$ cat src/rtl/sdram_pkg.sv
// Encodings shared between the SDRAM sequencing FSM and the command encoder.
package sdram_pkg;

    // {CS_N, RAS_N, CAS_N, WE_N}
    localparam logic [3:0] CMD_MRS = 4'b0000;
    localparam logic [3:0] CMD_REF = 4'b0001;
    localparam logic [3:0] CMD_PRE = 4'b0010;
    localparam logic [3:0] CMD_ACT = 4'b0011;
    localparam logic [3:0] CMD_WR  = 4'b0100;
    localparam logic [3:0] CMD_RD  = 4'b0101;
    localparam logic [3:0] CMD_BST = 4'b0110;
    localparam logic [3:0] CMD_NOP = 4'b0111;

    typedef enum logic [4:0] {
        I_200us    = 5'd0,
        I_pre      = 5'd1,
        I_wait_pre = 5'd2,
        I_refresh1 = 5'd3,  I_wait_re1 = 5'd4,
        I_refresh2 = 5'd5,  I_wait_re2 = 5'd6,
        I_refresh3 = 5'd7,  I_wait_re3 = 5'd8,
        I_refresh4 = 5'd9,  I_wait_re4 = 5'd10,
        I_refresh5 = 5'd11, I_wait_re5 = 5'd12,
        I_refresh6 = 5'd13, I_wait_re6 = 5'd14,
        I_refresh7 = 5'd15, I_wait_re7 = 5'd16,
        I_refresh8 = 5'd17, I_wait_re8 = 5'd18,
        I_mrs      = 5'd19,
        I_wati_mrs = 5'd20,
        I_done     = 5'd21
    } init_st_e;

    typedef enum logic [3:0] {
        W_IDLE   = 4'd0,
        W_ACTIVE = 4'd1,
        W_TRCD   = 4'd2,
        W_READ   = 4'd3,
        W_CL     = 4'd4,
        W_RDDAT  = 4'd5,
        W_WRITE  = 4'd6,
        W_BSTOP  = 4'd7,
        W_PRECH  = 4'd8,
        W_TRP    = 4'd9,
        W_REF    = 4'd10,
        W_RC     = 4'd11,
        W_CHGACT = 4'd12,
        W_TRPACT = 4'd13
    } work_st_e;

    localparam logic [2:0] SYS_IDLE = 3'd0;
    localparam logic [2:0] SYS_RD   = 3'd1;
    localparam logic [2:0] SYS_WR   = 3'd2;
    localparam logic [2:0] SYS_REF  = 3'd3;

endpackage

$ cat src/rtl/sdram_ref_timer.sv
// Free-running auto-refresh interval counter with a sticky pending flag.
module sdram_ref_timer #(
    parameter int REF_INTV = 700
) (
    input  logic clk,
    input  logic rst,
    input  logic i_arm,
    input  logic i_clr,
    output logic o_pending
);

    localparam int CW = $clog2(REF_INTV);

    logic [CW-1:0] r_cnt;
    logic          r_pend;
    logic          w_wrap;

    assign w_wrap    = (r_cnt == CW'(REF_INTV - 1));
    assign o_pending = r_pend;

    // Wraps before the device is initialised are ignored: init issues its own refreshes.
    always_ff @(posedge clk or posedge rst) begin
        if (rst) begin
            r_cnt  <= '0;
            r_pend <= 1'b0;
        end else begin
            r_cnt <= w_wrap ? '0 : r_cnt + 1'b1;
            if (w_wrap && i_arm)
                r_pend <= 1'b1;
            else if (i_clr)
                r_pend <= 1'b0;
        end
    end

endmodule

$ cat src/rtl/sdram_state_ctrl.sv
// SDRAM sequencing FSM: power-up init, auto-refresh and read/write burst arbitration.
// Define SDRAM_RR_ARB_EN for round-robin rd/wr arbitration; default is fixed read priority.
module sdram_state_ctrl
    import sdram_pkg::*;
#(
    parameter int T_200US   = 20000,
    parameter int T_RP      = 2,
    parameter int T_RC      = 7,
    parameter int T_RCD     = 2,
    parameter int T_MRD     = 2,
    parameter int CAS_LAT   = 3,
    parameter int BURST_LEN = 512,
    parameter int REF_INTV  = 700
) (
    input  logic        clk,
    input  logic        rst,
    input  logic        wr_sdram_req,
    input  logic        rd_sdram_req,
    output logic [4:0]  init_st,
    output logic [4:0]  work_st,
    output logic [15:0] cnt_work,
    output logic [2:0]  sys_state,
    output logic        wr_ack,
    output logic        rd_ack,
    output logic        wr_data_req,
    output logic        rd_data_vld,
    output logic        wr_done,
    output logic        rd_done,
    output logic        init_done
);

    init_st_e    r_init_st, w_init_nxt;
    logic [15:0] r_cnt_init, w_init_dur;
    logic        w_init_done;

    work_st_e    r_work_st, w_ws_nxt;
    logic [15:0] r_cnt_work, w_work_dur;
    logic        w_work_last;
    logic [2:0]  r_sys_state, w_sys_nxt;
    logic        w_rd_gnt, w_wr_gnt, w_ref_gnt, w_pick_rd;
    logic        w_ref_pend;

    logic        r_rd_ack, r_wr_ack, r_rd_done, r_wr_done;
    logic        w_prech_entry;
    logic [CAS_LAT:0] r_vld_pipe;
    logic [15:0] r_vld_win;

    always_comb begin
        w_init_dur = 16'd1;
        case (r_init_st)
            I_200us:    w_init_dur = 16'(T_200US);
            I_wait_pre: w_init_dur = 16'(T_RP);
            I_wait_re1, I_wait_re2, I_wait_re3, I_wait_re4,
            I_wait_re5, I_wait_re6, I_wait_re7, I_wait_re8:
                        w_init_dur = 16'(T_RC);
            I_wati_mrs: w_init_dur = 16'(T_MRD);
            default:    w_init_dur = 16'd1;
        endcase
        w_init_nxt = r_init_st;
        // Init codes are consecutive, so each step is just the next code.
        if (r_init_st != I_done && r_cnt_init == w_init_dur - 16'd1)
            w_init_nxt = init_st_e'(r_init_st + 5'd1);
    end

    always_ff @(posedge clk or posedge rst) begin
        if (rst) begin
            r_init_st  <= I_200us;
            r_cnt_init <= 16'd0;
        end else begin
            r_init_st  <= w_init_nxt;
            r_cnt_init <= (w_init_nxt != r_init_st || r_init_st == I_done) ? 16'd0
                                                                          : r_cnt_init + 16'd1;
        end
    end

    assign w_init_done = (r_init_st == I_done);

    sdram_ref_timer #(
        .REF_INTV (REF_INTV)
    ) u_ref_timer (
        .clk       (clk),
        .rst       (rst),
        .i_arm     (w_init_done),
        .i_clr     (w_ref_gnt),
        .o_pending (w_ref_pend)
    );

`ifdef SDRAM_RR_ARB_EN
    logic r_last_wr;

    // Reset as if a write went last, so the very first tie goes to the read path.
    always_ff @(posedge clk or posedge rst) begin
        if (rst)
            r_last_wr <= 1'b1;
        else if (w_rd_gnt)
            r_last_wr <= 1'b0;
        else if (w_wr_gnt)
            r_last_wr <= 1'b1;
    end

    assign w_pick_rd = rd_sdram_req && (!wr_sdram_req || r_last_wr);
`else
    assign w_pick_rd = rd_sdram_req;
`endif

    always_comb begin
        w_work_dur = 16'd1;
        case (r_work_st)
            W_TRCD:           w_work_dur = 16'(T_RCD);
            W_RDDAT, W_WRITE: w_work_dur = 16'(BURST_LEN);
            W_TRP:            w_work_dur = 16'(T_RP);
            W_RC:             w_work_dur = 16'(T_RC);
            default:          w_work_dur = 16'd1;
        endcase
    end

    assign w_work_last = (r_cnt_work == w_work_dur - 16'd1);

    always_comb begin
        w_ws_nxt  = r_work_st;
        w_sys_nxt = r_sys_state;
        w_rd_gnt  = 1'b0;
        w_wr_gnt  = 1'b0;
        w_ref_gnt = 1'b0;
        if (r_work_st == W_IDLE) begin
            w_sys_nxt = SYS_IDLE;
            if (w_init_done) begin
                if (w_ref_pend) begin
                    w_ws_nxt  = W_REF;
                    w_sys_nxt = SYS_REF;
                    w_ref_gnt = 1'b1;
                end else if (w_pick_rd) begin
                    w_ws_nxt  = W_ACTIVE;
                    w_sys_nxt = SYS_RD;
                    w_rd_gnt  = 1'b1;
                end else if (wr_sdram_req) begin
                    w_ws_nxt  = W_ACTIVE;
                    w_sys_nxt = SYS_WR;
                    w_wr_gnt  = 1'b1;
                end
            end
        end else if (w_work_last) begin
            case (r_work_st)
                W_ACTIVE: w_ws_nxt = W_TRCD;
                W_TRCD:   w_ws_nxt = (r_sys_state == SYS_RD) ? W_READ : W_WRITE;
                W_READ:   w_ws_nxt = W_RDDAT;
                W_RDDAT:  w_ws_nxt = W_PRECH;
                W_WRITE:  w_ws_nxt = W_BSTOP;
                W_BSTOP:  w_ws_nxt = W_PRECH;
                W_PRECH:  w_ws_nxt = W_TRP;
                W_REF:    w_ws_nxt = W_RC;
                default: begin
                    w_ws_nxt  = W_IDLE;
                    w_sys_nxt = SYS_IDLE;
                end
            endcase
        end
    end

    assign w_prech_entry = (w_ws_nxt == W_PRECH) && (r_work_st != W_PRECH);

    always_ff @(posedge clk or posedge rst) begin
        if (rst) begin
            r_work_st   <= W_IDLE;
            r_cnt_work  <= 16'd0;
            r_sys_state <= SYS_IDLE;
            r_rd_ack    <= 1'b0;
            r_wr_ack    <= 1'b0;
            r_rd_done   <= 1'b0;
            r_wr_done   <= 1'b0;
        end else begin
            r_work_st   <= w_ws_nxt;
            r_cnt_work  <= (w_ws_nxt != r_work_st) ? 16'd0 : r_cnt_work + 16'd1;
            r_sys_state <= w_sys_nxt;
            r_rd_ack    <= w_rd_gnt;
            r_wr_ack    <= w_wr_gnt;
            r_rd_done   <= w_prech_entry && (r_sys_state == SYS_RD);
            r_wr_done   <= w_prech_entry && (r_sys_state == SYS_WR);
        end
    end

    // One stage for the encoder register plus CAS_LAT, then a BURST_LEN-long window.
    always_ff @(posedge clk or posedge rst) begin
        if (rst) begin
            r_vld_pipe <= '0;
            r_vld_win  <= 16'd0;
        end else begin
            r_vld_pipe <= {r_vld_pipe[CAS_LAT-1:0], (r_work_st == W_READ)};
            if (r_vld_pipe[CAS_LAT])
                r_vld_win <= 16'(BURST_LEN - 1);
            else if (r_vld_win != 16'd0)
                r_vld_win <= r_vld_win - 16'd1;
        end
    end

    assign init_st     = r_init_st;
    assign init_done   = w_init_done;
    assign work_st     = {1'b0, r_work_st};
    assign cnt_work    = r_cnt_work;
    assign sys_state   = r_sys_state;
    assign rd_ack      = r_rd_ack;
    assign wr_ack      = r_wr_ack;
    assign rd_done     = r_rd_done;
    assign wr_done     = r_wr_done;
    assign wr_data_req = (r_work_st == W_WRITE);
    assign rd_data_vld = r_vld_pipe[CAS_LAT] || (r_vld_win != 16'd0);

endmodule

$ cat config.mk
export PLATFORM = sky130hd
export DESIGN_NAME = sdram_state_ctrl
export DESIGN_NICKNAME = d
export VERILOG_FILES = /design/src/rtl/sdram_pkg.sv /design/src/rtl/sdram_ref_timer.sv /design/src/rtl/sdram_state_ctrl.sv
export SDC_FILE = /design/constraint.sdc
export NUM_CORES = 1
export LEC_CHECK = 0
export CORE_ASPECT_RATIO = 0.75
export CORE_UTILIZATION = 40
export DETAILED_ROUTE_END_ITERATION = 8
export PLACE_DENSITY = 0.58
export SKIP_CTS_REPAIR_TIMING = 1
export SYNTH_ARGS = -nofsm -noshare
export SYNTH_HDL_FRONTEND = slang
export SYNTH_SLANG_ARGS = --single-unit
$ cat constraint.sdc
create_clock -name clk -period 5.25 [get_ports clk]
set_input_delay 0.7875 -clock clk [delete_from_list [all_inputs] [get_ports clk]]
set_output_delay 0.7875 -clock clk [all_outputs]
set_load 0.01 [all_outputs]
# == After elaboration in Yosys (flattened, before gate mapping) ==
# Memory sizes are Yosys's and may differ from the RTL's.
# Index checks and enable logic that the tools add are counted.
# op_classes
reduce_logical,17
mux,36
n_eq_ne,22
n_addsub,7
# op_table
operator,count
$mux W16,4
$sub A16 B1 Y16 const B,3
$add A16 B1 Y16 const B,2
$eq A16 B16 Y1,2
$pmux W10 S3,1
$pmux W4 S7,1
$mux W4,6
$eq A4 B4 Y1 const B,5
$reduce_bool A16 Y1,1
$mux W1,14
$eq A4 B3 Y1 const B,3
$mux W3,4
$add A10 B1 Y10 const B,1
$eq A10 B10 Y1 const B,1
$mux W10,1
$eq A4 B2 Y1 const B,2
$mux W2,4
$reduce_or A8 Y1,1
$reduce_bool A2 Y1,3
$reduce_or A2 Y1,3
$add A5 B1 Y5 const B,1
$eq A5 B5 Y1 const B,1
$logic_and A1 B1 Y1,5
$mux W5,1
11 further kinds,12
# totals
regBits,79
mem_bits_ro,256
out_inout_bits,36
inputBits,4
mem_count,1
elab_cells,96
# memory_table
name,depth,width,read_ports,rd_ports_with_merged_regs,write_ports,line,source
(no name shown),32,8,1,0,0,sdram_state_ctrl.sv:50,case (r_init_st)

# == Depth between registers and ports, before layout ==
# Gate-level depths: netlist of the first run.
# depth
word_depth,10
depth_mapped,15
depth_no_buf,13

# == By module ==
# A second synthesis of the first run with hierarchy kept.
# hier_totals
hier_cells,462
hier_area_um2,4451.8
# by_module_without_submodules
module,area_per_inst_um2,cells_each,seq_area_each_um2,instances
sdram_state_ctrl,3943.8,415,1676.6,1
sdram_ref_timer,508.0,47,275.3,1

# == Worst setup path after synthesis of the first run ==
# OpenSTA, ideal clock, no wires.
# synth_path
path_type,register -> register
start,register r_init_st[0] (netlist: init_st[0])
end,register r_cnt_init[9]
required_time_ns,5.131
period_less_slack_ns,3.424
path_stages_with_launch,14
n_path_buf,3
arrival_ns,3.306
setup_slack_ns,1.826
cell_sequence,dfrtp_1 > inv_1 > ha_1 > or4b_1 > buf_2 > ha_1 > or4_1 > a2111oi_0 > nand4_1 > a221oi_4 > or2_1 > buf_6 > buf_6 > nor2_1
# synth_between
elab_chain_cells,8
elab_cells_between_ends,11
classes_between,add/sub (2); eq/ne (4); mux (2); reduce/logical (2); memory (1)
# synth_rtl
element,line,source
"start, declared",sdram_state_ctrl.sv:32,"init_st_e r_init_st, w_init_nxt;"
"start signal, assigned",sdram_state_ctrl.sv:67,r_init_st <= I_200us;
"start signal, assigned",sdram_state_ctrl.sv:70,r_init_st <= w_init_nxt;
$mem_v2 Z32 W8,n/a,
$sub A16 B1 Y16,sdram_state_ctrl.sv:61,if (r_init_st != I_done && r_cnt_init == w_init_dur - 16'd1)
$eq A16 B16 Y1,sdram_state_ctrl.sv:61,
$logic_and A1 B1 Y1,sdram_state_ctrl.sv:61,
$mux W5,sdram_state_ctrl.sv:61,
$ne A5 B5 Y1,sdram_state_ctrl.sv:71,r_cnt_init <= (w_init_nxt != r_init_st || r_init_st == I_done) ? 16'd0
$logic_or A1 B1 Y1 (*),sdram_state_ctrl.sv:71,
$mux W16 (*),sdram_state_ctrl.sv:71,
"end signal, assigned",sdram_state_ctrl.sv:71,
"end, declared",sdram_state_ctrl.sv:33,"logic [15:0] r_cnt_init, w_init_dur;"
# Mark *: on every way between the ends. The rest lies on a longest branch, timed or not.
# A chain may end at the register's enable or synchronous reset.

# == Final worst setup path of the first run ==
# layout_path
start,register r_init_st[0] (netlist: init_st[0])
end,register r_cnt_init[5]
# Same word-level chain as after synthesis.

==> results of run 1 <==
==> where the power goes <==
group          internal, mW  switching [mW]  leakage, nW  total, mW
clock                 0.382           0.238        0.144      0.620
sequential            0.601               0         1.02      0.601
combinational       0.00296          0.0138         1.12     0.0168
total                 0.986           0.252         2.29       1.24
==> metal layers <==
layer | track usage (%) | wire [um] | vias up | share of wire [%]
met5 | 0 | 0 | - | 0
met4 | 6.58 | 146 | 0 | 1.7
met3 | 4.77 | 374 | 17 | 4.3
met2 | 24.3 | 3700 | 51 | 42
met1 | 25.6 | 4530 | 1560 | 52
li1 | - | - | 1574 | -
==> cells by family after synthesis <==
logic type      Yosys count  share of synthesized area, %
compound gates           43                          6.85
xor+xnor                 61                          12.7
fa+ha+maj                15                          4.45
buf+inv                  35                          4.06
flops                    78                          46.2
mux                       2                         0.474
other cells               1                        0.0888
simple gates            208                          25.2
==> worst paths after layout <==
path / cells past startpoint / startpoint / endpoint
hold reg to reg: 0 / r_vld_pipe[0] / r_vld_pipe[1]
hold / removal: 0 / r_vld_pipe[0] / r_vld_pipe[1]
min in group asynchronous: 3 / rst / r_vld_win[15]
setup reg to reg: 10 / init_st[0] / r_cnt_init[5]
max in group asynchronous: 3 / rst / cnt_work[11]
setup / recovery: 10 / init_st[0] / r_cnt_init[5]
==> cell usage in the layout (no fill, tap or decap), drive strengths merged, types with 2 or more instances in the layout <==
| cell | n |
|---|---|
| nand4 | 10 |
| nand2b | 12 |
| a211o | 3 |
| clkdlybuf4s50 | 37 |
| inv | 15 |
| o22ai | 3 |
| buf | 2 |
| nor3b | 5 |
| nor2b | 3 |
| and3 | 13 |
| a31oi | 2 |
| and4 | 3 |
| nand3b | 3 |
| nor4 | 9 |
| clkinv | 2 |
| o31ai | 2 |
| nand3 | 25 |
| and2 | 2 |
| a21oi | 11 |
| nor3 | 15 |
| xnor2 | 28 |
| conb | 2 |
| or4 | 4 |
| mux2i | 2 |
| o21ai | 12 |
| nor2 | 66 |
| or2 | 2 |
| clkbuf | 13 |
| nand2 | 29 |
| dfrtp | 78 |
| xor2 | 33 |
| ha | 15 |
==> per-stage QoR <==
| stage | cells | instance area, um^2 | setup slack (ps) | hold slack (ps) | utilization (%) |
|---|---|---|---|---|---|
| 3_5_place_dp | 599 | 4670 | 1230 | 335 | 45.3 |
| 2_1_floorplan | 444 | 4230 | 1830 | 331 | - |
| 4_1_cts | 615 | 4960 | 1240 | 348 | 48.2 |
| 5_1_grt | 615 | 4960 | 939 | 352 | 48.2 |
| 6_report | 615 | 4960 | 1240 | 346 | 48.2 |
| 3_3_place_gp | 599 | 4670 | 1430 | 334 | 45.3 |
==> registers in the layout, summed over array words and instances (netlist names) <==
signal / count
u_ref_timer.r_cnt: 10
rd_ack: 1
r_cnt_init: 16
cnt_work: 16
wr_done: 1
r_work_st: 4
wr_ack: 1
sys_state: 2
r_vld_win: 16
u_ref_timer.o_pending: 1
r_vld_pipe: 4
rd_done: 1
init_st: 5
==> layout make-up <==
type                       instances  area [um^2]  area share (%)
clock inverter                     3         43.8           0.883
timing repair buffer              39          385            7.77
sequential                        78         1950            39.4
inverter                          15         56.3            1.14
tap                              136          170            3.43
multi-input combinational        331         2100            42.4
clock buffer                      13          250            5.05
==> Yosys cell counts, types with 4 or more instances <==
library cell	n	share of area [%]
nand2_1	29	2.6
xor2_1	33	6.8
ha_1	15	4.4
nor4_1	8	1.2
dfrtp_1	78	46
nand2b_1	12	1.8
inv_1	15	1.3
and3_1	13	1.9
clkbuf_1	12	1.1
o21ai_0	11	1.3
buf_6	4	1.1
a21oi_1	11	1.3
nor3_1	15	1.8
xnor2_1	28	5.8
nor3b_1	5	0.89
nor2_1	66	5.9
nand3_1	25	3.0
nand4_1	10	1.5
==> results_tabular.tex, run 1 <==
\begin{tabular}{lr}
\hline
Metric & Value \\
\hline
\multicolumn{2}{l}{\textbf{Pwr}} \\
\quad Power per cell area & 250 nW/um\^{}2 \\
\quad Total Power Consumption & 1.24 mW \\
\quad Worst vdd ir & 0.160 mV \\
\quad Cell leakage power & 2.29 nW \\
\multicolumn{2}{l}{\textbf{Final layout}} \\
\quad Relative area change from synthesis to final layout & 17.5\% \\
\quad Net count, final & 493 \\
\quad Fill cell instance count of the final layout & 987 \\
\quad Ant diodes & 0 \\
\quad Fraction of layout instances using a drive strength above 1 & 4.38\% \\
\multicolumn{2}{l}{\textbf{STA}} \\
\quad Period minus WS final & 4010 ps \\
\quad F\_max & 249 MHz \\
\quad Sum of negative setup slack & 0 ps \\
\quad Ratio of final minimum period to clock period & 76.4\% \\
\quad Setup repair after global routing missed its margin & false \\
\quad Setup-failing EPs final & 0 \\
\quad Fin. max-slew vios & 0 \\
\quad Final hold violation count & 0 \\
\quad Slew headroom & 34.2\% \\
\quad Worst slew pin tran & 987 ps \\
\quad Fin Clk Skew & 5.15 ps \\
\multicolumn{2}{l}{\textbf{Logic synthesis}} \\
\quad Post-synthesis cell count & 443 \\
\quad Netlist Area Pre-Place & 4220 um\^{}2 \\
\quad Yosys cell types & 52 \\
\quad EDFF count, synth & 0 \\
\quad Sequential share of the synthesized area & 46.2\% \\
\quad Warnings from Yosys & 0 \\
\quad Leading register cell type out of synthesis & dfrtp\_1 \\
\quad Async S/R FF share, synth & 100\% \\
\quad Mean cell area of the mapped netlist & 9.53 um\^{}2 \\
\quad Register bit count reported by yosys & 78 \\
\multicolumn{2}{l}{\textbf{Die}} \\
\quad Chip Width & 121 um \\
\quad Overall die height & 91.0 um \\
\quad Initial Utilization & 41.0\% \\
\quad Area enclosed by the die boundary & 11000 um\^{}2 \\
\quad Area of the placeable core & 10300 um\^{}2 \\
\quad Ports & 40 \\
\quad Number of placement rows & 32 \\
\multicolumn{2}{l}{\textbf{Worst setup path}} \\
\quad Crit-path max cell delay & 600 ps \\
\quad Kind of cell adding the most delay to the critical path & simple AND/OR/NAND/NOR gates \\
\quad Register-to-register setup slack & 1240 ps \\
\quad Critical path, cell by cell & inv\_1, ha\_1, or4b\_1, ha\_1, or4\_1, a2111oi\_0, nand4\_1, a221oi\_4, or2\_1, nor2\_1 \\
\quad Worst EP arrival & 4210 ps \\
\quad Crit Path Category & flop to flop \\
\quad Required time of the critical path & 5450 ps \\
\quad Total buffers and inverters traversed by the critical path & 1 \\
\quad Cell mode on critical path & ha\_1 \\
\quad Top fanout value on the critical path & 16 \\
\quad Endpoint class of the critical path & flop \\
\quad Cell type of the slowest stage on the worst timing path & or4b\_1 \\
\quad Worst Setup Start Kind & flop \\
\multicolumn{2}{l}{\textbf{GRT}} \\
\quad Total overflow reported by the global router & 0 \\
\quad Number of global-route vias before repair & 2980 \\
\quad Wire length of the first global-routing pass & 15000 um \\
\quad Number of antenna violations at the first check in global routing & 0 \\
\quad Overall global routing resource usage & 17.5\% \\
\quad Maximum number of pins on one net before global-route repair & 79 \\
\multicolumn{2}{l}{\textbf{Outcome}} \\
\quad Status & complete, no violations \\
\multicolumn{2}{l}{\textbf{Clock network}} \\
\quad Root Buffer & clkbuf\_16 \\
\quad Clock tree sinks & 78 \\
\quad Clock slew at the register clock pins of the worst setup and hold paths & 60 ps \\
\quad Total CTS buffers & 9 \\
\quad Clk Latency, worst-skew pair & 340 ps \\
\quad Count of H-tree levels built during CTS & 3 \\
\quad Clock Tree Buf Depth & 2 \\
\quad CTS tree & yes \\
\multicolumn{2}{l}{\textbf{Route}} \\
\quad Initial detailed-routing violation count & 129 \\
\quad Drt pass-1 iters & 4 \\
\quad Via density per instance & 5.21 \\
\quad Final wirelength & 8740 um \\
\quad Post-route antenna net violation count & 0 \\
\quad Remaining design rule violation count & 0 \\
\quad Via count & 3202 \\
\quad Detailed-route wire length per cell & 14.2 um \\
\multicolumn{2}{l}{\textbf{Hold path}} \\
\quad Min-delay worst type & flop to flop \\
\multicolumn{2}{l}{\textbf{Place}} \\
\quad Gpl congestion & 0.910 \\
\quad Quantity of I/O buffers inserted on ports & 37 \\
\quad Detailed Place HPWL & 6000 um \\
\multicolumn{2}{l}{\textbf{Run}} \\
\quad \# Max-Cap Violations & 0 \\
\hline
\end{tabular}
(Power assumes the default switching activity.)
==> run 2: changes to the inputs <==
Settings changed: PLACE_DENSITY 0.58 to 0.6.
Clock period 5.25 ns to 3.5 ns, I/O delays scaled along.
==> run 2 against run 1 <==
Cell count rose by 2.0%. Critical path depth rose by 1. Total power rose by 58%. Clock power rose by 66%. Sequential cell count did not move. Clock skew rose by 3.0 ps. Largest power group unchanged.
==> results_tabular.tex, run 2 (synthesis gave the netlist of run 1 again) <==
\begin{tabular}{lr}
\hline
Metric & Value \\
\hline
\multicolumn{2}{l}{\textbf{Die}} \\
\quad Area of the placeable core & 10300 um\^{}2 (unchanged) \\
\quad Overall die height & 91.0 um (unchanged) \\
\quad Ports & 40 (unchanged) \\
\quad Chip Width & 121 um (unchanged) \\
\quad Number of placement rows & 32 (unchanged) \\
\quad Initial Utilization & 41.0\% (unchanged) \\
\quad Area enclosed by the die boundary & 11000 um\^{}2 (unchanged) \\
\multicolumn{2}{l}{\textbf{STA}} \\
\quad Setup-failing EPs final & 0 (unchanged) \\
\quad Period minus WS final & 3360 ps (-650 ps) \\
\quad Post-route worst setup slack & 140 ps (-1100 ps) \\
\quad Sum of negative setup slack & 0 ps (unchanged) \\
\quad Fin. max-slew vios & 0 (unchanged) \\
\quad Setup repair after global routing missed its margin & false \\
\quad Ratio of final minimum period to clock period & 96.0\% (+20 points) \\
\quad F\_max & 298 MHz (+19\%) \\
\quad Slew headroom & 48.9\% (+15 points) \\
\quad Worst slew pin tran & 766 ps (-221 ps) \\
\quad Final hold violation count & 0 (unchanged) \\
\quad Fin Clk Skew & 8.15 ps (+3.00 ps) \\
\multicolumn{2}{l}{\textbf{Final layout}} \\
\quad Ant diodes & 0 (unchanged) \\
\quad Commonest non-fill, non-tap cells in the layout & dfrtp\_1, nor2\_1, clkdlybuf4s50\_1 \\
\quad Relative area change from synthesis to final layout & 20.9\% \\
\quad Area of the multi-input gates & 2100 um\^{}2 (about the same) \\
\quad Final core area utilization & 49.6\% (+1.4 points) \\
\quad Storage element area & 1950 um\^{}2 (unchanged) \\
\quad Fraction of layout instances using a drive strength above 1 & 7.54\% (+3.2 points) \\
\quad Fill cell instance count of the final layout & 969 (-1.8\%) \\
\quad Leading cell type in the layout, fill and taps excluded & dfrtp\_1 \\
\quad Net count, final & 505 (+2.4\%) \\
\multicolumn{2}{l}{\textbf{Worst setup path}} \\
\quad Register-to-register setup slack & 140 ps (-1100 ps) \\
\quad Worst-case reg-to-reg path depth & 11 (+1) \\
\quad Crit path capture & init\_st[3] \\
\quad Critical register-to-register path startpoint & init\_st[0] \\
\quad Crit Path Category & flop to flop \\
\quad Cell type of the slowest stage on the worst timing path & or4b\_1 \\
\quad Total buffers and inverters traversed by the critical path & 2 (+1) \\
\quad Required time of the critical path & 3760 ps (-1690 ps) \\
\quad Kind of cell adding the most delay to the critical path & simple AND/OR/NAND/NOR gates \\
\quad Top fanout value on the critical path & 5 (-11) \\
\quad Endpoint class of the critical path & flop \\
\quad Critical Path Start & init\_st[0] \\
\quad Worst Setup Start Kind & flop \\
\quad Critical R2R Capture & init\_st[3] \\
\quad Crit-path max cell delay & 480 ps (-120 ps) \\
\quad Worst path depth & 11 (+1) \\
\quad Cell mode on critical path & ha\_1 \\
\quad Worst EP arrival & 3620 ps (-590 ps) \\
\quad Critical path, cell by cell & inv\_2, ha\_1, or4b\_1, ha\_1, or4\_1, a2111oi\_1, nand4\_1, a221oi\_4, buf\_4, and4\_1, xor2\_1 \\
\multicolumn{2}{l}{\textbf{GRT}} \\
\quad Overall global routing resource usage & 17.3\% (-0.19 points) \\
\quad Number of global-route vias before repair & 3054 (+2.5\%) \\
\quad Total overflow reported by the global router & 0 (unchanged) \\
\quad Wire length of the first global-routing pass & 14900 um (-0.65\%) \\
\quad Number of antenna violations at the first check in global routing & 0 (unchanged) \\
\quad Maximum number of pins on one net before global-route repair & 43 (-46\%) \\
\multicolumn{2}{l}{\textbf{Route}} \\
\quad Remaining design rule violation count & 0 (unchanged) \\
\quad Initial detailed-routing violation count & 112 (-13\%) \\
\quad Post-route antenna net violation count & 0 (unchanged) \\
\quad Via density per instance & 5.14 (-1.2\%) \\
\quad Drt pass-1 iters & 4 (unchanged) \\
\quad Detailed-route wire length per cell & 14.2 um (-0.14\%) \\
\quad Via count & 3224 (+0.69\%) \\
\quad Final wirelength & 8900 um (+1.8\%) \\
\multicolumn{2}{l}{\textbf{Place}} \\
\quad Dpl ws & 62.9 ps (-1170 ps) \\
\quad Gpl congestion & 0.787 (-13\%) \\
\quad Quantity of I/O buffers inserted on ports & 37 (unchanged) \\
\quad Detailed Place HPWL & 6130 um (+2.2\%) \\
\multicolumn{2}{l}{\textbf{Clock network}} \\
\quad Clk Latency, worst-skew pair & 340 ps (about the same) \\
\quad Clock tree sinks & 78 (unchanged) \\
\quad Count of H-tree levels built during CTS & 3 (unchanged) \\
\quad CTS tree & yes \\
\quad Total CTS buffers & 9 (unchanged) \\
\quad Root Buffer & clkbuf\_16 \\
\quad Clock slew at the register clock pins of the worst setup and hold paths & 60 ps (about the same) \\
\quad Clock Tree Buf Depth & 2 (unchanged) \\
\multicolumn{2}{l}{\textbf{Pwr}} \\
\quad Cell leakage power & 2.37 nW (+3.5\%) \\
\quad Worst vdd ir & 0.285 mV (+79\%) \\
\quad Power per cell area & 384 nW/um\^{}2 (+54\%) \\
\multicolumn{2}{l}{\textbf{Run}} \\
\quad \# Max-Cap Violations & 0 (unchanged) \\
\multicolumn{2}{l}{\textbf{Hold path}} \\
\quad Min-delay worst type & flop to flop \\
\multicolumn{2}{l}{\textbf{Outcome}} \\
\quad Status & complete, no violations \\
\hline
\end{tabular}
==> run 2: final cells by class <==
cell class | count | share of cell area (%)
clock buffers | 10 | 4.68
clock inverters | 6 | 1.81
multi-input cells | 331 | 41.2
well taps | 136 | 3.33
repair buffers | 51 | 9.56
inverters | 15 | 1.13
flip-flops and latches | 78 | 38.3
==> run 2: per-layer routing <==
metal | part of all wire (%) | track usage, %
met5 | 0 | 0
met4 | 1.3 | 5.86
met3 | 3.7 | 4.71
met2 | 44 | 25.2
met1 | 51 | 24.7
==> run 2: power by group <==
part / switching [mW] / internal (mW) / total [mW]
clock: 0.380 / 0.649 / 1.03
sequential: 0 / 0.902 / 0.902
combinational: 0.0208 / 0.00604 / 0.0269
==> run 2: worst min-delay path by stage <==
| stage | startpoint | endpoint | slack [ps] | cells past startpoint |
|---|---|---|---|---|
| floorplan | r_vld_pipe[0] | r_vld_pipe[1] | 330 | 0 |
| global placement | r_vld_pipe[2] | r_vld_pipe[3] | 330 | 0 |
| detailed placement | r_vld_pipe[2] | r_vld_pipe[3] | 340 | 0 |
| CTS | r_vld_pipe[2] | r_vld_pipe[3] | 350 | 0 |
| global route | r_vld_pipe[1] | r_vld_pipe[2] | 360 | 0 |
| finish | r_vld_pipe[2] | r_vld_pipe[3] | 350 | 0 |
==> run 2: through the flow <==
stage	total power [mW]	instance area [um^2]	hold slack [ps]	instances
final	1.96	5100	346	627
after global routing	2.03	5100	365	627
after CTS	1.99	5090	349	625
after detailed placement	0.947	4750	336	609
after global placement	0.947	4750	334	609
after floorplan	0.936	4230	331	444
